File: src/rtl/muldiv_unit.sv
// Iterative MIPS-style HI/LO multiply/divide unit: shift-add multiply, restoring divide.
// Optional MULDIV_EARLY_OUT_EN ends multiply CALC once the remaining multiplier bits are zero.
module muldiv_unit #(
    parameter int WIDTH = 32
) (
    input  logic             Clk,
    input  logic             Reset,
    input  logic             Start,
    input  logic [2:0]       Op,
    input  logic [WIDTH-1:0] A,
    input  logic [WIDTH-1:0] B,
    output logic             Busy,
    output logic             Done,
    output logic             DivZero,
    output logic [WIDTH-1:0] HI,
    output logic [WIDTH-1:0] LO
);

    localparam int CW = $clog2(WIDTH + 1);

    typedef enum logic [1:0] {
        S_IDLE,
        S_CALC,
        S_FIX,
        S_DONE
    } state_e;

    state_e state_q, state_d;

    logic [WIDTH-1:0] hi_q, hi_d;
    logic [WIDTH-1:0] lo_q, lo_d;
    logic             dz_q, dz_d;
    logic             div_q, div_d;
    logic             neg_q, neg_d;
    logic             aneg_q, aneg_d;
    logic [WIDTH-1:0] mcand_q, mcand_d;
    logic [WIDTH-1:0] acc_q, acc_d;
    logic [WIDTH-1:0] mq_q, mq_d;
    logic [CW-1:0]    cnt_q, cnt_d;
`ifdef MULDIV_EARLY_OUT_EN
    logic [WIDTH-1:0] mrem_q, mrem_d;
`endif

    logic             accept;
    logic             arith_go;
    logic             dz_go;
    logic             a_neg, b_neg;
    logic [WIDTH-1:0] a_mag, b_mag;
    logic             calc_last;
    logic             early;
    logic [WIDTH:0]   msum;
    logic [WIDTH:0]   dshift;
    logic [WIDTH:0]   ddiff;
    logic [2*WIDTH-1:0] prod;
    logic [2*WIDTH-1:0] prod_fix;

    assign accept   = Start && (state_q == S_IDLE || state_q == S_DONE);
    assign arith_go = accept && !Op[2];
    assign dz_go    = arith_go && Op[1] && (B == '0);

    // Even opcodes (MULT, DIV) are the signed variants.
    assign a_neg = !Op[0] && A[WIDTH-1];
    assign b_neg = !Op[0] && B[WIDTH-1];
    assign a_mag = a_neg ? -A : A;
    assign b_mag = b_neg ? -B : B;

`ifdef MULDIV_EARLY_OUT_EN
    assign early = !div_q && (mrem_q[WIDTH-1:1] == '0);
`else
    assign early = 1'b0;
`endif
    assign calc_last = (cnt_q == CW'(WIDTH - 1)) || early;

    assign msum   = {1'b0, acc_q} + {1'b0, (mq_q[0] ? mcand_q : '0)};
    assign dshift = {acc_q, mq_q[WIDTH-1]};
    assign ddiff  = dshift - {1'b0, mcand_q};

    // An early exit leaves the product short of its final right shifts.
`ifdef MULDIV_EARLY_OUT_EN
    assign prod = {acc_q, mq_q} >> (CW'(WIDTH) - cnt_q);
`else
    assign prod = {acc_q, mq_q};
`endif
    assign prod_fix = neg_q ? -prod : prod;

    always_ff @(posedge Clk or posedge Reset) begin
        if (Reset) begin
            state_q <= S_IDLE;
        end else begin
            state_q <= state_d;
        end
    end

    always_comb begin
        state_d = state_q;
        unique case (state_q)
            S_IDLE, S_DONE: begin
                state_d = S_IDLE;
                if (arith_go) begin
                    state_d = dz_go ? S_DONE : S_CALC;
                end
            end
            S_CALC: begin
                if (calc_last) begin
                    state_d = S_FIX;
                end
            end
            S_FIX: state_d = S_DONE;
            default: state_d = S_IDLE;
        endcase
    end

    always_comb begin
        Busy = (state_q == S_CALC) || (state_q == S_FIX);
        Done = (state_q == S_DONE);
    end

    always_comb begin
        hi_d    = hi_q;
        lo_d    = lo_q;
        dz_d    = dz_q;
        div_d   = div_q;
        neg_d   = neg_q;
        aneg_d  = aneg_q;
        mcand_d = mcand_q;
        acc_d   = acc_q;
        mq_d    = mq_q;
        cnt_d   = cnt_q;
`ifdef MULDIV_EARLY_OUT_EN
        mrem_d  = mrem_q;
`endif
        if (state_q == S_CALC) begin
            cnt_d = cnt_q + CW'(1);
`ifdef MULDIV_EARLY_OUT_EN
            mrem_d = mrem_q >> 1;
`endif
            if (div_q) begin
                if (ddiff[WIDTH]) begin
                    acc_d = dshift[WIDTH-1:0];
                    mq_d  = {mq_q[WIDTH-2:0], 1'b0};
                end else begin
                    acc_d = ddiff[WIDTH-1:0];
                    mq_d  = {mq_q[WIDTH-2:0], 1'b1};
                end
            end else begin
                acc_d = msum[WIDTH:1];
                mq_d  = {msum[0], mq_q[WIDTH-1:1]};
            end
        end else if (state_q == S_FIX) begin
            if (div_q) begin
                lo_d = neg_q ? -mq_q : mq_q;
                hi_d = aneg_q ? -acc_q : acc_q;
            end else begin
                hi_d = prod_fix[2*WIDTH-1:WIDTH];
                lo_d = prod_fix[WIDTH-1:0];
            end
        end else if (accept) begin
            if (arith_go) begin
                dz_d    = dz_go;
                div_d   = Op[1];
                neg_d   = a_neg ^ b_neg;
                aneg_d  = a_neg;
                acc_d   = '0;
                cnt_d   = '0;
                mcand_d = Op[1] ? b_mag : a_mag;
                mq_d    = Op[1] ? a_mag : b_mag;
`ifdef MULDIV_EARLY_OUT_EN
                mrem_d  = b_mag;
`endif
                if (dz_go) begin
                    hi_d = A;
                    lo_d = '1;
                end
            end else if (Op == 3'd4) begin
                hi_d = A;
            end else if (Op == 3'd5) begin
                lo_d = A;
            end
        end
    end

    always_ff @(posedge Clk or posedge Reset) begin
        if (Reset) begin
            hi_q    <= '0;
            lo_q    <= '0;
            dz_q    <= 1'b0;
            div_q   <= 1'b0;
            neg_q   <= 1'b0;
            aneg_q  <= 1'b0;
            mcand_q <= '0;
            acc_q   <= '0;
            mq_q    <= '0;
            cnt_q   <= '0;
`ifdef MULDIV_EARLY_OUT_EN
            mrem_q  <= '0;
`endif
        end else begin
            hi_q    <= hi_d;
            lo_q    <= lo_d;
            dz_q    <= dz_d;
            div_q   <= div_d;
            neg_q   <= neg_d;
            aneg_q  <= aneg_d;
            mcand_q <= mcand_d;
            acc_q   <= acc_d;
            mq_q    <= mq_d;
            cnt_q   <= cnt_d;
`ifdef MULDIV_EARLY_OUT_EN
            mrem_q  <= mrem_d;
`endif
        end
    end

    assign DivZero = dz_q;
    assign HI      = hi_q;
    assign LO      = lo_q;

endmodule

File: config.mk
export PLATFORM = sky130hd
export DESIGN_NAME = muldiv_unit
export DESIGN_NICKNAME = d
export VERILOG_FILES = /design/src/rtl/muldiv_unit.sv
export SDC_FILE = /design/constraint.sdc
export NUM_CORES = 1
export LEC_CHECK = 0
export BUFFER_PORTS_ARGS = -buffer_cell sky130_fd_sc_hd__buf_2
export CORE_ASPECT_RATIO = 1.75
export CORE_MARGIN = 3
export CORE_UTILIZATION = 56
export DETAILED_ROUTE_END_ITERATION = 10
export PLACE_DENSITY = 0.88
export SYNTH_ARGS = -nofsm -noshare
export SYNTH_HDL_FRONTEND = slang
export SYNTH_SLANG_ARGS = --single-unit
File: constraint.sdc
create_clock -name Clk -period 6.6 [get_ports Clk]
set_clock_uncertainty 0.05 [all_clocks]
set_input_delay 1.65 -clock Clk [delete_from_list [all_inputs] [get_ports Clk]]
set_output_delay 1.65 -clock Clk [all_outputs]
set_load 0.01 [all_outputs]
=== Yosys cells after proc, flatten, opt, wreduce, memory -nomap -nowiden ===
Cells that the tools add are included.

* Add/subtract/negate cells: 8
* Equal/unequal tests: 10
* Multiplexer cells: 41
* Bitwise logic cells: 3
* Reduce and logical (&&, ||, !) cells: 22

{| class="wikitable"
|+ Operators by type and width
! cell !! number
|-
| two-way mux 32 bit || 31
|-
| negation 32 bit || 4
|-
| two-way mux 64 bit || 1
|-
| negation 64 bit || 1
|-
| adder 32 x 32 -> 33 bit || 1
|-
| subtractor 33 x 32 -> 33 bit || 1
|-
| logical NOT 32 bit || 1
|-
| two-way mux 6 bit || 4
|-
| AND reduction 4 bit || 2
|-
| adder 6 x 1 -> 6 bit, second input constant || 1
|-
| equality test 3 bit, second input constant || 2
|-
| equality test 6 x 5 -> 1 bit, second input constant || 1
|-
| logical AND 1 bit || 6
|-
| two-way mux 2 bit || 3
|-
| case mux 2 bit (3 select lines) || 1
|-
| nonzero test 2 bit || 3
|-
| nonzero test 3 bit || 2
|-
| AND reduction 5 bit || 1
|-
| equality test 2 bit, second input constant || 2
|-
| != test 2 bit, second input constant || 2
|-
| != test 3 x 1 -> 1 bit, second input constant || 1
|-
| != test 3 bit, second input constant || 1
|-
| AND reduction 3 bit || 1
|-
| equality test 2 x 1 -> 1 bit, second input constant || 1
|-
| other kinds (7) || 10
|}

* Register bits: 172
* Input bits: 70
* Output and inout port bits: 67
* Logic and storage cells: 95

=== Longest topological paths before layout ===
* Depth in word-level cells: 10
* Mapped depth: 14

=== Worst setup path after synthesis ===
OpenSTA, ideal clock, no wires.

* Kind: input to register
* Start point: input port B[1]
* End point: register lo_q[1], in the netlist LO[1]
* Arrival: 4352 ps
* Data required time: 6425 ps
* Slack: 2073 ps
* Stages: 10
* Path buffers: 1
* Cells stage by stage: inv_1 > ha_1 > or3b_2 > nand4bb_1 > or4_1 > o21bai_1 > a31oi_1 > nor3_1 > buf_2 > mux2_2

* Longest elaborated chain between the ends: 4

{| class="wikitable"
|+ Ends and longest elaborated chain
! what !! RTL line !! source
|-
| start, declared || 11 || <nowiki>input logic [WIDTH-1:0] B,</nowiki>
|-
| logical NOT 32 bit || 59 || <nowiki>assign dz_go = arith_go && Op[1] && (B == '0);</nowiki>
|-
| logical AND 1 bit || 59 ||
|-
| != test 3 x 1 -> 1 bit (no line) || -- ||
|-
| AND reduction 5 bit (no line) || -- ||
|-
| end signal, assigned || 199 || <nowiki>lo_q <= lo_d;</nowiki>
|-
| end, declared || 31 || <nowiki>logic [WIDTH-1:0] lo_q, lo_d;</nowiki>
|}

Every way passes these cells.
A chain may end at the register's enable or synchronous reset.

=== Final worst setup path ===
* Start point: register acc_q[0]
* End point: register acc_q[5]

* Longest elaborated chain between the ends: 4
* Elaborated cells between the ends (all ways): 5

{| class="wikitable"
|+ Ends and longest elaborated chain
! what !! RTL line !! source
|-
| start, declared || 37 || <nowiki>logic [WIDTH-1:0] acc_q, acc_d;</nowiki>
|-
| start signal, assigned || 191 || <nowiki>acc_q <= '0;</nowiki>
|-
| start signal, assigned || 205 || <nowiki>acc_q <= acc_d;</nowiki>
|-
| subtractor 33 x 32 -> 33 bit || 76 || <nowiki>assign ddiff = dshift - {1'b0, mcand_q};</nowiki>
|-
| two-way mux 32 bit || 138 || <nowiki>if (ddiff[WIDTH]) begin</nowiki>
|-
| two-way mux 32 bit * || 137 || <nowiki>if (div_q) begin</nowiki>
|-
| two-way mux 32 bit * || 132 || <nowiki>if (state_q == S_CALC) begin</nowiki>
|}

Mark *: on every way between the ends. The rest lies on a longest branch, timed or not.

==> flow_metrics.py <==
metrics = {
    "final_layout": {
        "multi_input_area_sq_mm": 0.0102,
        "area.growth.synth_to_final_pct": 9.28,
        "seq_area_sq_mm": 0.00431,
        "layout-drive-gt1-share_pct": 14.3,
        "final.fill_count": 2328,
        "layout.nets": 2105,
        "fin_cells": 2299,
        "post-route-util_pct": 62.3,
    },
    "clock_network": {
        "clkSinkCount": 172,
        "cts_hold_buffers": 0,
        "cts_buffers": 17,
        "h-tree-depth": 4,
        "insertion_delay_ps": 460,
        "post_cts.repair.setup_buffers": 0,
        "post_cts_resized": 0,
        "clock_tree.root_cell": "sky130_fd_sc_hd__clkbuf_16",
        "clock_tree_from_tritoncts": "built",
        "cts.path.max_buffers": 2,
        "cts.reportedPaths.clkPinSlew_ps": 70,
    },
    "power": {
        "powerDensity_mw_per_mm2": 610,
        "combPwrFrac_pct": 66.3,
        "power.share.switching_pct": 52.7,
        "total_switching_power_mw": 5.33,
        "ir_worst_vdd_mv": 0.524,
        "sequentialPowerShare_pct": 22.7,
        "power.share.clock_pct": 11.0,
        "intPower_mw": 4.80,
        "power.leakage_nw": 7.34,
    },
    "place": {
        "post_place_worst_slack_ps": 1590,
        "place.detailed.hpwl_um": 43400,
        "gpl.final_weighted_congestion": 1.06,
        "port_buffers": 136,
        "numPlacedInstances": 2265,
    },
    "timing": {
        "max_clock_freq_mhz": 211,
        "post_layout_worst_setup_margin_ps": 1870,
        "max_slew_margin_pct": 20.7,
        "final-hold-violation-count": 0,
        "timing_worst_slew_pin_value_ps": 1190,
        "slew_violations": 0,
        "timing.setup.tns_ps": 0,
        "timing.final.crit_period_ps": 4730,
        "final.period_utilization_pct": 71.7,
        "report.final.setup_viol": 0,
        "rsz0062_at_grt": "no",
        "hold_ws_ps": 428,
    },
    "critical_path": {
        "timing.rr.start": "acc_q[0]",
        "worst-setup-path-type": "flop to flop",
        "r2r_end": "acc_q[5]",
        "worst-r2r-cell-count": 11,
        "worst_setup_path_end_kind": "flop",
        "arr_time_crit_path_ps": 5020,
        "setup.reg_to_reg.worst_slack_ps": 1870,
        "timing.critical_path.fanout_max": 42,
        "worst_ep_required_time_ps": 6890,
        "timing.critical_path.from_type": "flop",
    },
    "global_routing": {
        "globalRouteTotalUtil_pct": 39.2,
        "gr-total-overflow": 0,
        "grt_start_max_net_pins": 92,
        "grt_first_pass_wirelength_um": 86300,
        "first_global_vias": 14900,
        "initial_antenna_violation_count": 2,
    },
    "synthesis": {
        "postSynthRegisterBits": 172,
        "dominantRegCellSynth": "sky130_fd_sc_hd__dfrtp_1",
        "mappedNetlistNets": 2056,
        "synthesis.area_sq_mm": 0.0152,
        "cell_taking_the_most_area_after_synthesis": "sky130_fd_sc_hd__dfrtp_1",
        "synth_top_cell_area_share_pct": 28.3,
        "yosys-top-cells-area": "sky130_fd_sc_hd__dfrtp_1 (28%), sky130_fd_sc_hd__ha_1 (6.0%), sky130_fd_sc_hd__xor2_1 (5.3%)",
        "seq_area_frac_synth_pct": 28.3,
        "ys_types": 78,
        "netlist_instances": 1911,
        "async_flop_share_pct": 100,
        "synth_enable_flop_cells": 0,
        "post_synth.cell_area_avg_sq_um": 7.96,
        "yosys_warnings": 0,
    },
    "route": {
        "drt-wirelength-per-cell_um": 25.2,
        "num_vias": 15600,
        "avgViaCountPerCell": 6.79,
        "drt_pass1_iterations": 5,
        "dr.first_iter.drc_count": 1933,
        "antenna_violating_nets_post_route": 0,
        "postRouteWirelength_um": 57800,
        "drc_violations_left": 0,
    },
    "status": {
        "status": "finished clean",
    },
    "die": {
        "initial_core_util_pct": 57.0,
        "io_pins": 137,
        "die-area_sq_mm": 0.0292,
        "die_y_um": 224,
        "core-area_sq_mm": 0.0267,
        "core.rowCount": 79,
        "die-width_um": 131,
    },
    "hold_path": {
        "beginning_of_the_worst_hold_path": "HI[19]",
        "hold_path_depth": 2,
        "hp-class": "flop to flop",
        "whs_endpoint": "HI[19]",
    },
    "flow_run": {
        "maxCapViolations": 0,
    },
}
-- power by group through the flow --
stage               Sequential [mW]  Clock [mW]  Combinational (mW)
finish                         2.30        1.11                6.72
global route                   2.34        1.14                7.26
CTS                            2.26        1.11                6.54
detailed placement             2.27           0                6.48
global placement               2.25           0                6.33
floorplan                      2.03           0                4.80
-- metal layers --
metal	vias to the layer above	wire length (um)	track usage [%]	part of all wire (%)
met3	319	4410	8.64	7.6
met1	7394	19100	41.6	33
met5	-	0	0	0
met4	0	6330	34.4	11
met2	897	27900	63.9	48
li1	6991	-	-	-
-- sequential cells by signal (all words and copies together), names as in the netlist --
signal,cells
state_q,2
mq_q,32
neg_q,1
DivZero,1
mcand_q,32
HI,32
cnt_q,6
aneg_q,1
LO,32
acc_q,32
div_q,1
-- cell usage after synthesis (all sizes together) (63+ instances only) --
cell type    n
clkbuf     106
dfrtp      172
xor2        92
ha          73
inv         63
nor3        64
mux2        66
a21oi      160
xnor2       80
nor2       192
nand2      190
o21ai      168
-- critical path, stage by stage, from the launching register on --
cell                       delay (ps)
sky130_fd_sc_hd__dfrtp_1          490
sky130_fd_sc_hd__inv_1            190
sky130_fd_sc_hd__fa_1             470
sky130_fd_sc_hd__nor2b_1          180
sky130_fd_sc_hd__o31ai_1          140
sky130_fd_sc_hd__a211oi_1         510
sky130_fd_sc_hd__nor3_1           190
sky130_fd_sc_hd__o311ai_1         950
sky130_fd_sc_hd__xnor2_2          180
sky130_fd_sc_hd__buf_4            500
sky130_fd_sc_hd__mux2_2           400
sky130_fd_sc_hd__a221o_1          330
-- stage by stage --
step	instance area [sq um]	power (mW)
floorplan	15200	6.83
finish	16600	10.1
CTS	16600	9.90
global placement	16000	8.58
global route	16600	10.7
detailed placement	16000	8.75
-- area by class of cell --
| type | count | area share (%) |
|---|---|---|
| multi-input combinational | 1555 | 61.6 |
| clock buffer | 20 | 2.75 |
| sequential | 172 | 25.9 |
| tap | 324 | 2.44 |
| clock inverter | 12 | 1.07 |
| inverter | 63 | 1.45 |
| antenna | 2 | 0.0301 |
| timing repair buffer | 151 | 4.79 |
-- cell families after synthesis --
| logic type | share of synthesized area [%] |
|---|---|
| simple gates | 18.5 |
| fa+ha+maj | 6.27 |
| flops | 28.3 |
| compound gates | 24.9 |
| buf+inv | 4.76 |
| mux | 7.39 |
| xor+xnor | 9.91 |
-- how the worst max path moves through the flow --
| stage | startpoint | end | slack, ps | depth (start not counted) |
|---|---|---|---|---|
| 6_report | acc_q[0] | acc_q[5] | 1870 | 11 |
| 5_1_grt | acc_q[0] | acc_q[5] | 1700 | 11 |
| 4_1_cts | acc_q[0] | acc_q[5] | 1970 | 11 |
| 3_5_place_dp | B[1] | HI[25] | 1590 | 13 |
| 3_3_place_gp | B[1] | HI[1] | 1670 | 12 |
| 2_1_floorplan | Reset | DivZero | 240 | 1 |
-- cell usage in the layout (no fill, tap or decap), drive strengths merged, types with 5 or more instances in the layout --
master / instances
inv: 68
nor3b: 6
nand4: 10
a31oi: 22
ha: 73
buf: 151
mux2: 66
o21ai: 168
nor2: 192
a221o: 8
a21o: 33
xnor2: 80
a22oi: 32
nor2b: 13
nand2: 190
a211oi: 45
o211ai: 13
nor4: 14
a21oi: 160
o21bai: 8
nand3: 22
and3: 5
mux2i: 38
o21a: 14
or2: 12
o31a: 5
xor2: 92
clkbuf: 20
nand3b: 5
o41ai: 13
nor3: 64
o221ai: 9
or3: 18
o22ai: 7
o31ai: 31
or4: 16
nand2b: 23
dfrtp: 172
and2: 8
(Power assumes the default switching activity.)
